**src/rtl/fetch_redirect_if.sv**
```systemverilog
// Handshake bundle between the fetch redirect controller and the PC / imem / pipeline side.
interface fetch_redirect_if #(
    parameter int unsigned AW = 32
);
    logic          imem_ack;
    logic          hazard_stall;
    logic          trap_req;
    logic [AW-1:0] trap_vec;
    logic          br_taken_ex;
    logic [AW-1:0] br_target_ex;
    logic          jmp_id;
    logic [AW-1:0] jmp_target_id;
    logic          imem_req;
    logic          stall;
    logic          j_br;
    logic [AW-1:0] bta;
    logic          if_valid;
    logic          flush_id;
    logic          flush_ex;
    logic          imem_timeout;

    modport master (
        input  imem_ack, hazard_stall, trap_req, trap_vec, br_taken_ex, br_target_ex,
               jmp_id, jmp_target_id,
        output imem_req, stall, j_br, bta, if_valid, flush_id, flush_ex, imem_timeout
    );

    modport slave (
        output imem_ack, hazard_stall, trap_req, trap_vec, br_taken_ex, br_target_ex,
               jmp_id, jmp_target_id,
        input  imem_req, stall, j_br, bta, if_valid, flush_id, flush_ex, imem_timeout
    );
endinterface

```
**src/rtl/fetch_redirect_ctrl.sv**
```systemverilog
// PC / IF sequencer: merges trap, EX-branch and ID-jump redirects and defers them
// while the imem access at PC_IF is still outstanding.
module fetch_redirect_ctrl #(
    parameter int unsigned AW       = 32,
    parameter int unsigned WAIT_MAX = 15
) (
    input  logic             clk,
    input  logic             reset,
    fetch_redirect_if.master bus
);
    localparam int unsigned CW = 8;
    localparam logic [CW-1:0] WAIT_LIM = CW'(WAIT_MAX);
    localparam logic [CW-1:0] WAIT_SAT = '1;

    typedef enum logic {RUN, PEND} state_t;

    state_t        state_q, state_d;
    logic [1:0]    pend_cls_q, pend_cls_d;
    logic [AW-1:0] pend_tgt_q, pend_tgt_d;
    logic [CW-1:0] wait_cnt_q;
    logic          timeout_q;
    logic [1:0]    sel_cls;
    logic [AW-1:0] sel_tgt;

    // Redirect priority: trap (3) > EX branch (2) > ID jump (1); 0 = none
    always_comb begin
        sel_cls = 2'd0;
        sel_tgt = '0;
        if (bus.trap_req) begin
            sel_cls = 2'd3;
            sel_tgt = bus.trap_vec;
        end else if (bus.br_taken_ex) begin
            sel_cls = 2'd2;
            sel_tgt = bus.br_target_ex;
        end else if (bus.jmp_id) begin
            sel_cls = 2'd1;
            sel_tgt = bus.jmp_target_id;
        end
    end

    always_ff @(posedge clk or posedge reset) begin
        if (reset) begin
            state_q    <= RUN;
            pend_cls_q <= 2'd0;
            pend_tgt_q <= '0;
        end else begin
            state_q    <= state_d;
            pend_cls_q <= pend_cls_d;
            pend_tgt_q <= pend_tgt_d;
        end
    end

    // Wait counter and sticky timeout for the access outstanding at PC_IF
    always_ff @(posedge clk or posedge reset) begin
        if (reset) begin
            wait_cnt_q <= '0;
            timeout_q  <= 1'b0;
        end else begin
            if (bus.imem_ack) begin
                wait_cnt_q <= '0;
            end else if (wait_cnt_q != WAIT_SAT) begin
                wait_cnt_q <= wait_cnt_q + CW'(1);
            end
            if (!bus.imem_ack && (wait_cnt_q >= WAIT_LIM)) begin
                timeout_q <= 1'b1;
            end
        end
    end

    always_comb begin
        state_d          = state_q;
        pend_cls_d       = pend_cls_q;
        pend_tgt_d       = pend_tgt_q;
        bus.imem_req     = 1'b1;
        bus.stall        = 1'b0;
        bus.j_br         = 1'b0;
        bus.bta          = '0;
        bus.if_valid     = 1'b0;
        bus.flush_id     = 1'b0;
        bus.flush_ex     = 1'b0;
        bus.imem_timeout = timeout_q;

        case (state_q)
            RUN: begin
                if (sel_cls == 2'd0) begin
                    bus.if_valid = bus.imem_ack & ~bus.hazard_stall;
                    bus.stall    = ~bus.if_valid;
                end else begin
                    bus.flush_id = 1'b1;
                    bus.flush_ex = sel_cls[1];
                    if (bus.imem_ack) begin
                        bus.j_br = 1'b1;
                        bus.bta  = sel_tgt;
                    end else begin
                        bus.stall  = 1'b1;
                        pend_cls_d = sel_cls;
                        pend_tgt_d = sel_tgt;
                        state_d    = PEND;
                    end
                end
            end
            PEND: begin
                // Only a strictly higher-priority redirect may replace the deferred one
                if (sel_cls > pend_cls_q) begin
                    bus.flush_id = 1'b1;
                    bus.flush_ex = sel_cls[1];
                    pend_cls_d   = sel_cls;
                    pend_tgt_d   = sel_tgt;
                end
                if (bus.imem_ack) begin
                    bus.j_br   = 1'b1;
                    bus.bta    = pend_tgt_d;
                    pend_cls_d = 2'd0;
                    pend_tgt_d = '0;
                    state_d    = RUN;
                end else begin
                    bus.stall = 1'b1;
                end
            end
            default: state_d = RUN;
        endcase

        // Outputs quiesce while reset is held, whatever the inputs do
        if (reset) begin
            bus.stall        = 1'b0;
            bus.j_br         = 1'b0;
            bus.bta          = '0;
            bus.if_valid     = 1'b0;
            bus.flush_id     = 1'b0;
            bus.flush_ex     = 1'b0;
            bus.imem_timeout = 1'b0;
        end
    end
endmodule

```
**src/flat_wrapper.sv**
```systemverilog
// flat-port wrapper written by rule: the top's interface ports become plain ports
module fetch_redirect_ctrl_flat 
#(
    parameter int unsigned AW       = 32,
    parameter int unsigned WAIT_MAX = 15
)
  (clk, reset, bus_imem_ack, bus_hazard_stall, bus_trap_req, bus_trap_vec, bus_br_taken_ex, bus_br_target_ex, bus_jmp_id, bus_jmp_target_id, bus_imem_req, bus_stall, bus_j_br, bus_bta, bus_if_valid, bus_flush_id, bus_flush_ex, bus_imem_timeout);
  fetch_redirect_if #(.AW(AW)) bus_i ();
  input  logic clk;
  input  logic reset;
  input wire logic [$bits(bus_i.imem_ack)-1:0] bus_imem_ack;
  input wire logic [$bits(bus_i.hazard_stall)-1:0] bus_hazard_stall;
  input wire logic [$bits(bus_i.trap_req)-1:0] bus_trap_req;
  input wire logic [$bits(bus_i.trap_vec)-1:0] bus_trap_vec;
  input wire logic [$bits(bus_i.br_taken_ex)-1:0] bus_br_taken_ex;
  input wire logic [$bits(bus_i.br_target_ex)-1:0] bus_br_target_ex;
  input wire logic [$bits(bus_i.jmp_id)-1:0] bus_jmp_id;
  input wire logic [$bits(bus_i.jmp_target_id)-1:0] bus_jmp_target_id;
  output wire logic [$bits(bus_i.imem_req)-1:0] bus_imem_req;
  output wire logic [$bits(bus_i.stall)-1:0] bus_stall;
  output wire logic [$bits(bus_i.j_br)-1:0] bus_j_br;
  output wire logic [$bits(bus_i.bta)-1:0] bus_bta;
  output wire logic [$bits(bus_i.if_valid)-1:0] bus_if_valid;
  output wire logic [$bits(bus_i.flush_id)-1:0] bus_flush_id;
  output wire logic [$bits(bus_i.flush_ex)-1:0] bus_flush_ex;
  output wire logic [$bits(bus_i.imem_timeout)-1:0] bus_imem_timeout;
  assign bus_i.imem_ack = bus_imem_ack;
  assign bus_i.hazard_stall = bus_hazard_stall;
  assign bus_i.trap_req = bus_trap_req;
  assign bus_i.trap_vec = bus_trap_vec;
  assign bus_i.br_taken_ex = bus_br_taken_ex;
  assign bus_i.br_target_ex = bus_br_target_ex;
  assign bus_i.jmp_id = bus_jmp_id;
  assign bus_i.jmp_target_id = bus_jmp_target_id;
  assign bus_imem_req = bus_i.imem_req;
  assign bus_stall = bus_i.stall;
  assign bus_j_br = bus_i.j_br;
  assign bus_bta = bus_i.bta;
  assign bus_if_valid = bus_i.if_valid;
  assign bus_flush_id = bus_i.flush_id;
  assign bus_flush_ex = bus_i.flush_ex;
  assign bus_imem_timeout = bus_i.imem_timeout;
  fetch_redirect_ctrl #(.AW(AW), .WAIT_MAX(WAIT_MAX)) u_core (.clk(clk), .reset(reset), .bus(bus_i));
endmodule
```
**config.mk**
```make
export PLATFORM = sky130hd
export DESIGN_NAME = fetch_redirect_ctrl_flat
export DESIGN_NICKNAME = d
export VERILOG_FILES = /design/src/rtl/fetch_redirect_if.sv /design/src/rtl/fetch_redirect_ctrl.sv /design/src/flat_wrapper.sv
export SDC_FILE = /design/constraint.sdc
export NUM_CORES = 1
export LEC_CHECK = 0
export ABC_AREA = 0
export ABC_CLOCK_PERIOD_IN_PS = 2500
export BUFFER_PORTS_ARGS = -buffer_cell sky130_fd_sc_hd__buf_2
export CORE_ASPECT_RATIO = 0.8
export CORE_MARGIN = 5
export CORE_UTILIZATION = 49
export CTS_BUF_LIST = sky130_fd_sc_hd__clkbuf_16
export DETAILED_ROUTE_END_ITERATION = 7
export PLACE_DENSITY_LB_ADDON = 0.12
export SLEW_MARGIN = 20
export SYNTH_ARGS = -nofsm -noshare
export SYNTH_HDL_FRONTEND = slang
export SYNTH_SLANG_ARGS = --single-unit
```
**constraint.sdc**
```tcl
create_clock -name clk -period 2.5 [get_ports clk]
set_input_delay 0.25 -clock clk [delete_from_list [all_inputs] [get_ports clk]]
set_output_delay 0.25 -clock clk [all_outputs]
set_load 0.005 [all_outputs]
```
==> metrics.yaml, run 1 <==
status: "finished, final reports clean"
dr_wl_met2_um: 4940
die_w_um: 104
coreArea_um2: 6860
hpwl_um: 7000
clkLatencyLatePin_ns: 0.28
syn2layout_area_growth_pct: 31.3
syn-num-nets: 458
crit_path_end_kind: "output pin"
maxSlewViolCount: 0
avgSynthCellArea_um2: 9.75
die_area_um2: 8790
power_mw: 2.31
gr-total-overflow: 0
portBuffers: 140
first_pass_iters: 4
final_area_um2: 4510
synthTopCellsByArea: "dfrtp_1, a221oi_2, a22o_1"
fin_ws_ns: 0.0225
arrival_ns: 2.23
startpoint_type: "flop"
layout.nets: 579
htreeDepth: 2
drive_gt1_share_pct: 48.9
antenna_found_initial: 0
worstMarginPinSlew_ns: 0.824
synthDominantCellAreaShare_pct: 32.1
final_common_cell: "buf_2"
wl_met1_um: 4710
period_minus_slack_ns: 2.48
io_pins: 142
path_buf_inv: 3
synth_cell_type_count: 42
die-height_um: 84.9
synth_fa_ha_area_share_pct: 1.09
seq_area_frac_synth_pct: 32.1
cp.required_ns: 2.25
fin_skew_ns: 0.00444
rsz0062_at_grt: "yes"
syn_inst: 352
cap_violations: 0
grt_max_degree: 65
hold_class: "input port to async pin"
routed_wl_um: 10500
grt_usage_pct: 21.8
cp_top_family: "compound AO/OA/AOI/OAI gates"
muxShareOfSynthArea_pct: 0.583
syn_area_um2: 3430
vias: 3481
powerDensity_nw_per_um2: 512
place_area_um2: 4100
drtIter0Drc: 131
wl_per_cell_um: 18.7
vias_per_cell: 6.20
final_cell_mix: "buf_2, dfrtp_1, nor2_1"
vdd_ir_drop_max_v: 0.000263
fin_crit_sh_pct: 99.1
setup_violations: 0
yosys_warnings: 0
grt_pass1_wl_um: 16500
postRouteAntennaNets: 0
place_ws_ns: 0.0217
yosys.area_share.simple_pct: 21.5
grt_pass1_vias: 3416
yosysTopAreaCell: "dfrtp_1"
placedCellCount: 551
ctsRootBufferMaster: "clkbuf_16"
max_freq_mhz: 404
drc_errors: 0
synth_edf_count: 0
clock_sinks: 44
final_hold_viol_count: 0
synth_top_family_by_area: "compound AO/OA/AOI/OAI gates"
row_count: 27
top_layer: "met4"
synth_compound_area_share_pct: 35.7
path_cells: "inv_2, ha_4, and2b_2, o211ai_4, o22a_4, buf_12, o41ai_4, buf_2"
num_antenna_cells: 0
ctsLongestPathBuffers: 2
yosys_register_bits: 44
worst-path-max-fanout: 5
cts_buffers: 5
met3_length_um: 730
initial_core_util_pct: 50.0
crit_type: "flop to output pin"
async_flop_share_pct: 100
crit_slowest_cell: "dfrtp_1"
path_clk_slew_ns: 0.06
postCtsHoldBufs: 0
synth_xor_area_share_pct: 0.255
synth_top_flop_cell: "dfrtp_1"
leakage_nw: 2.13
place_congestion: 0.861
cts_tree: "done"
max_stage_delay_ns: 0.38
slew_headroom_pct: 45.0
fin_cells: 561
-- worst paths after layout --
check                                startpoint                    end  slack [ns]  cells past startpoint
setup reg to reg           u_core.pend_cls_q[1]  u_core.pend_tgt_q[24]        0.39                      7
hold reg to reg                u_core.timeout_q       u_core.timeout_q        0.47                      1
min in group clk               bus_trap_vec[25]  u_core.pend_tgt_q[25]        0.32                      4
hold / removal                            reset  u_core.pend_tgt_q[10]        0.27                      3
setup / recovery           u_core.pend_cls_q[1]            bus_bta[31]        0.02                      8
max in group asynchronous                 reset       u_core.timeout_q        1.72                      4
-- kinds of logic after synthesis --
family / after synthesis
xor gates and xnor gates: 1
other: 1
muxes: 2
and+or+nand+nor: 139
DFF: 44
buffers and inverters: 47
AOI/OAI and AO/OA: 115
adders and majority gates: 3
-- synthesized netlist by cell type, drive strengths merged (2+ instances only) --
cell / n
nand2: 7
nand3: 5
mux2i: 2
o41ai: 32
inv: 6
nor4b: 2
ha: 3
clkbuf: 7
o21ai: 3
dfrtp: 44
nor2: 43
a211oi: 2
a21oi: 5
a221oi: 32
nand4: 33
a22o: 33
nor3: 9
a31oi: 4
nor2b: 34
buf: 34
-- sequential cells by signal (all words and copies together), names as in the netlist --
signal / count
u_core.pend_cls_q: 2
u_core.timeout_q: 1
u_core.wait_cnt_q: 8
u_core.pend_tgt_q: 32
u_core.state_q: 1
-- cell type report --
type                            instances  area [um^2]
Fill cell                             584         2350
Multi-Input combinational cell        261         2250
Sequential cell                        44         1100
Timing Repair Buffer                  155          890
Clock buffer                            5          125
Tap cell                               87          109
Inverter                                6         22.5
Clock inverter                          3         13.8
-- worst register-to-register path: cells and delay by family, from the launching register on --
| kind | cells | cell delay [ns] |
|---|---|---|
| AOI/OAI and AO/OA | 3 | 0.92 |
| adders and majority gates | 1 | 0.26 |
| buffers and inverters | 2 | 0.29 |
| DFF | 1 | 0.38 |
| and+or+nand+nor | 1 | 0.20 |
-- routing by layer --
layer / up-vias / track usage, %
li1: 1652 / -
met1: 1685 / 29.5
met2: 135 / 35.4
met3: 9 / 5.63
met4: 0 / 5.01
met5: - / 0
-- per-stage QoR --
stage	hold slack [ns]	setup TNS, ns	utilization [%]
4_1_cts	0.262	0	62.1
3_5_place_dp	0.447	0	59.8
3_3_place_gp	0.445	0	59.8
2_1_floorplan	0.422	0	-
6_report	0.271	0	65.7
5_1_grt	0.312	-0.334	65.7
-- report_power, final --
part	switching (mW)	internal (mW)	total [mW]
Combinational	0.441	0.366	0.807
Sequential	0.0650	0.814	0.879
Clock	0.257	0.363	0.619
Total	0.763	1.54	2.31
-- what timing repair did --
action | CTS | global route
cloned | 0 | 2
gates resized for setup | 4 | 27
buffers inserted | 0 | 0
endpoints found under the setup margin | 11 | 28
pin swaps | 0 | 8
Power figures use the tool's default switching activity.
==> run 2: changes to the inputs <==
--- a/config.mk
+++ b/config.mk
@@ -14,6 +14,7 @@
 export CTS_BUF_LIST = sky130_fd_sc_hd__clkbuf_16
 export DETAILED_ROUTE_END_ITERATION = 7
 export PLACE_DENSITY_LB_ADDON = 0.12
+export RECOVER_POWER = 100
 export SLEW_MARGIN = 20
 export SYNTH_ARGS = -nofsm -noshare
 export SYNTH_HDL_FRONTEND = slang
==> run 2 against run 1 <==
- worst setup slack worse by 0.0039 ns
- clock power is 0.8% higher
- via count is 0.57% lower
- clock-buffer cell count stayed put
- combinational power hardly changed
- first-iteration DRC count is 3.8% higher
- global-route usage stayed put
- utilization is 0.091 points lower
- die area stayed put
- clock skew is 0.0011 ns higher
==> metrics.yaml, run 2 (synthesized netlist as in run 1, its figures left out) <==
status: "finished, final reports clean"
startpoint_type: "flop"
drc_errors: 0
io_pins: 142
leakage_nw: 2.12
final_common_cell: "buf_2"
die_w_um: 104
setup_violations: 0
max_flop_register: "u_core.pend_tgt_q"
hpwl_um: 7000
coreArea_um2: 6860
cts_tree: "done"
fill_cells: 588
worstMarginPinSlew_ns: 0.824
cap_violations: 0
clkLatencyLatePin_ns: 0.28
place_area_um2: 4100
postRouteAntennaNets: 0
layout.nets: 579
max_stage_delay_ns: 0.38
vias: 3461
die-height_um: 84.9
ctsLongestPathBuffers: 2
path_clk_slew_ns: 0.06
placedCellCount: 551
wl_per_cell_um: 18.7
grt_pass1_vias: 3416
vdd_ir_drop_max_v: 0.000268
final_area_um2: 4500
crit_slowest_cell: "dfrtp_1"
initial_core_util_pct: 50.0
worst-path-max-fanout: 5
final_hold_viol_count: 0
clock_sinks: 44
grt_pass1_wl_um: 16500
slew_headroom_pct: 45.1
drtIter0Drc: 136
place_congestion: 0.861
portBuffers: 140
htreeDepth: 2
cts_buffers: 5
arrival_ns: 2.23
num_antenna_cells: 0
syn2layout_area_growth_pct: 31.1
vias_per_cell: 6.17
row_count: 27
drive_gt1_share_pct: 48.1
first_pass_iters: 4
grt_usage_pct: 21.8
fin_crit_sh_pct: 99.3
maxSlewViolCount: 0
final_cell_mix: "buf_2, dfrtp_1, nor2_1"
die_area_um2: 8790
crit_type: "flop to output pin"
period_minus_slack_ns: 2.48
fin_skew_ns: 0.00556
cp_top_family: "compound AO/OA/AOI/OAI gates"
gr-total-overflow: 0
path_cells: "inv_2, ha_4, and2b_2, o211ai_4, o22a_4, buf_12, o41ai_4, buf_2"
reg.largest.list: "u_core.pend_tgt_q: 32 flops, u_core.wait_cnt_q: 8 flops, u_core.pend_cls_q: 2 flops"
post_cts_buffers: 0
max_freq_mhz: 403
largest_register_ffs: 32
rsz0062_at_grt: "yes"
hold_class: "input port to async pin"
ctsRootBufferMaster: "clkbuf_16"
powerDensity_nw_per_um2: 513
crit_path_end_kind: "output pin"
grt_max_degree: 65
antenna_found_initial: 0
path_buf_inv: 3
fin_cells: 561
routed_wl_um: 10500
postCtsHoldBufs: 0
cp.required_ns: 2.25
[run 2: worst reg2reg max path: stages, from the launching register on]
cell and delay [ns]:
dfrtp_1 0.38, inv_2 0.06, ha_4 0.26, and2b_2 0.20, o211ai_4 0.10, o22ai_2 0.68, buf_12 0.23, a22o_1 0.14
[run 2: where the power goes]
part	total [mW]	internal, mW	switching (mW)
registers	0.879	0.814	0.0648
clock network	0.624	0.363	0.261
logic	0.805	0.364	0.441
[run 2: final cells by class]
type                    count  area [um^2]  area share (%)
clock buffers               5          125            2.78
repair buffers            155          883            19.6
inverters                   6         22.5           0.500
multi-input cells         261         2250            49.9
clock inverters             3         13.8           0.306
flip-flops and latches     44         1100            24.5
well taps                  87          109            2.42
[run 2: worst paths after layout]
kind | endpoint | start | slack, ns | cells past startpoint
max | bus_bta[31] | u_core.pend_cls_q[1] | 0.02 | 8
min | u_core.pend_tgt_q[10] | reset | 0.30 | 3
max reg2reg | u_core.pend_tgt_q[24] | u_core.pend_cls_q[1] | 0.39 | 7
min reg2reg | u_core.timeout_q | u_core.timeout_q | 0.47 | 1
max in group asynchronous | u_core.timeout_q | reset | 1.38 | 4
min in group clk | u_core.pend_tgt_q[25] | bus_trap_vec[25] | 0.32 | 4
[run 2: repair_timing]
item                                    4_1_cts  5_1_grt
endpoints found under the hold margin         0        0
gates resized for setup                       4       27
pin swaps                                     0        8
gates cloned                                  0        2
endpoints found under the setup margin       11       28
[run 2: metal layers]
metal	vias up	part of all wire [%]	global-route usage, %
li1	1652	-	-
met1	1663	45	29.5
met2	137	47	35.4
met3	9	7.1	5.63
met4	0	0.97	5.01
met5	-	0	0
[run 2: metrics by stage]
stage	utilization [%]	power, mW	setup TNS [ns]	setup WS [ns]	hold WS [ns]
after CTS	62.1	2.23	0	0.00172	0.262
after floorplan	-	1.38	0	0.216	0.422
after detailed placement	59.8	1.60	0	0.0217	0.447
final	65.6	2.31	0	0.0186	0.296
after global routing	65.6	2.43	-0.334	-0.0516	0.329
after global placement	59.8	1.59	0	0.116	0.445
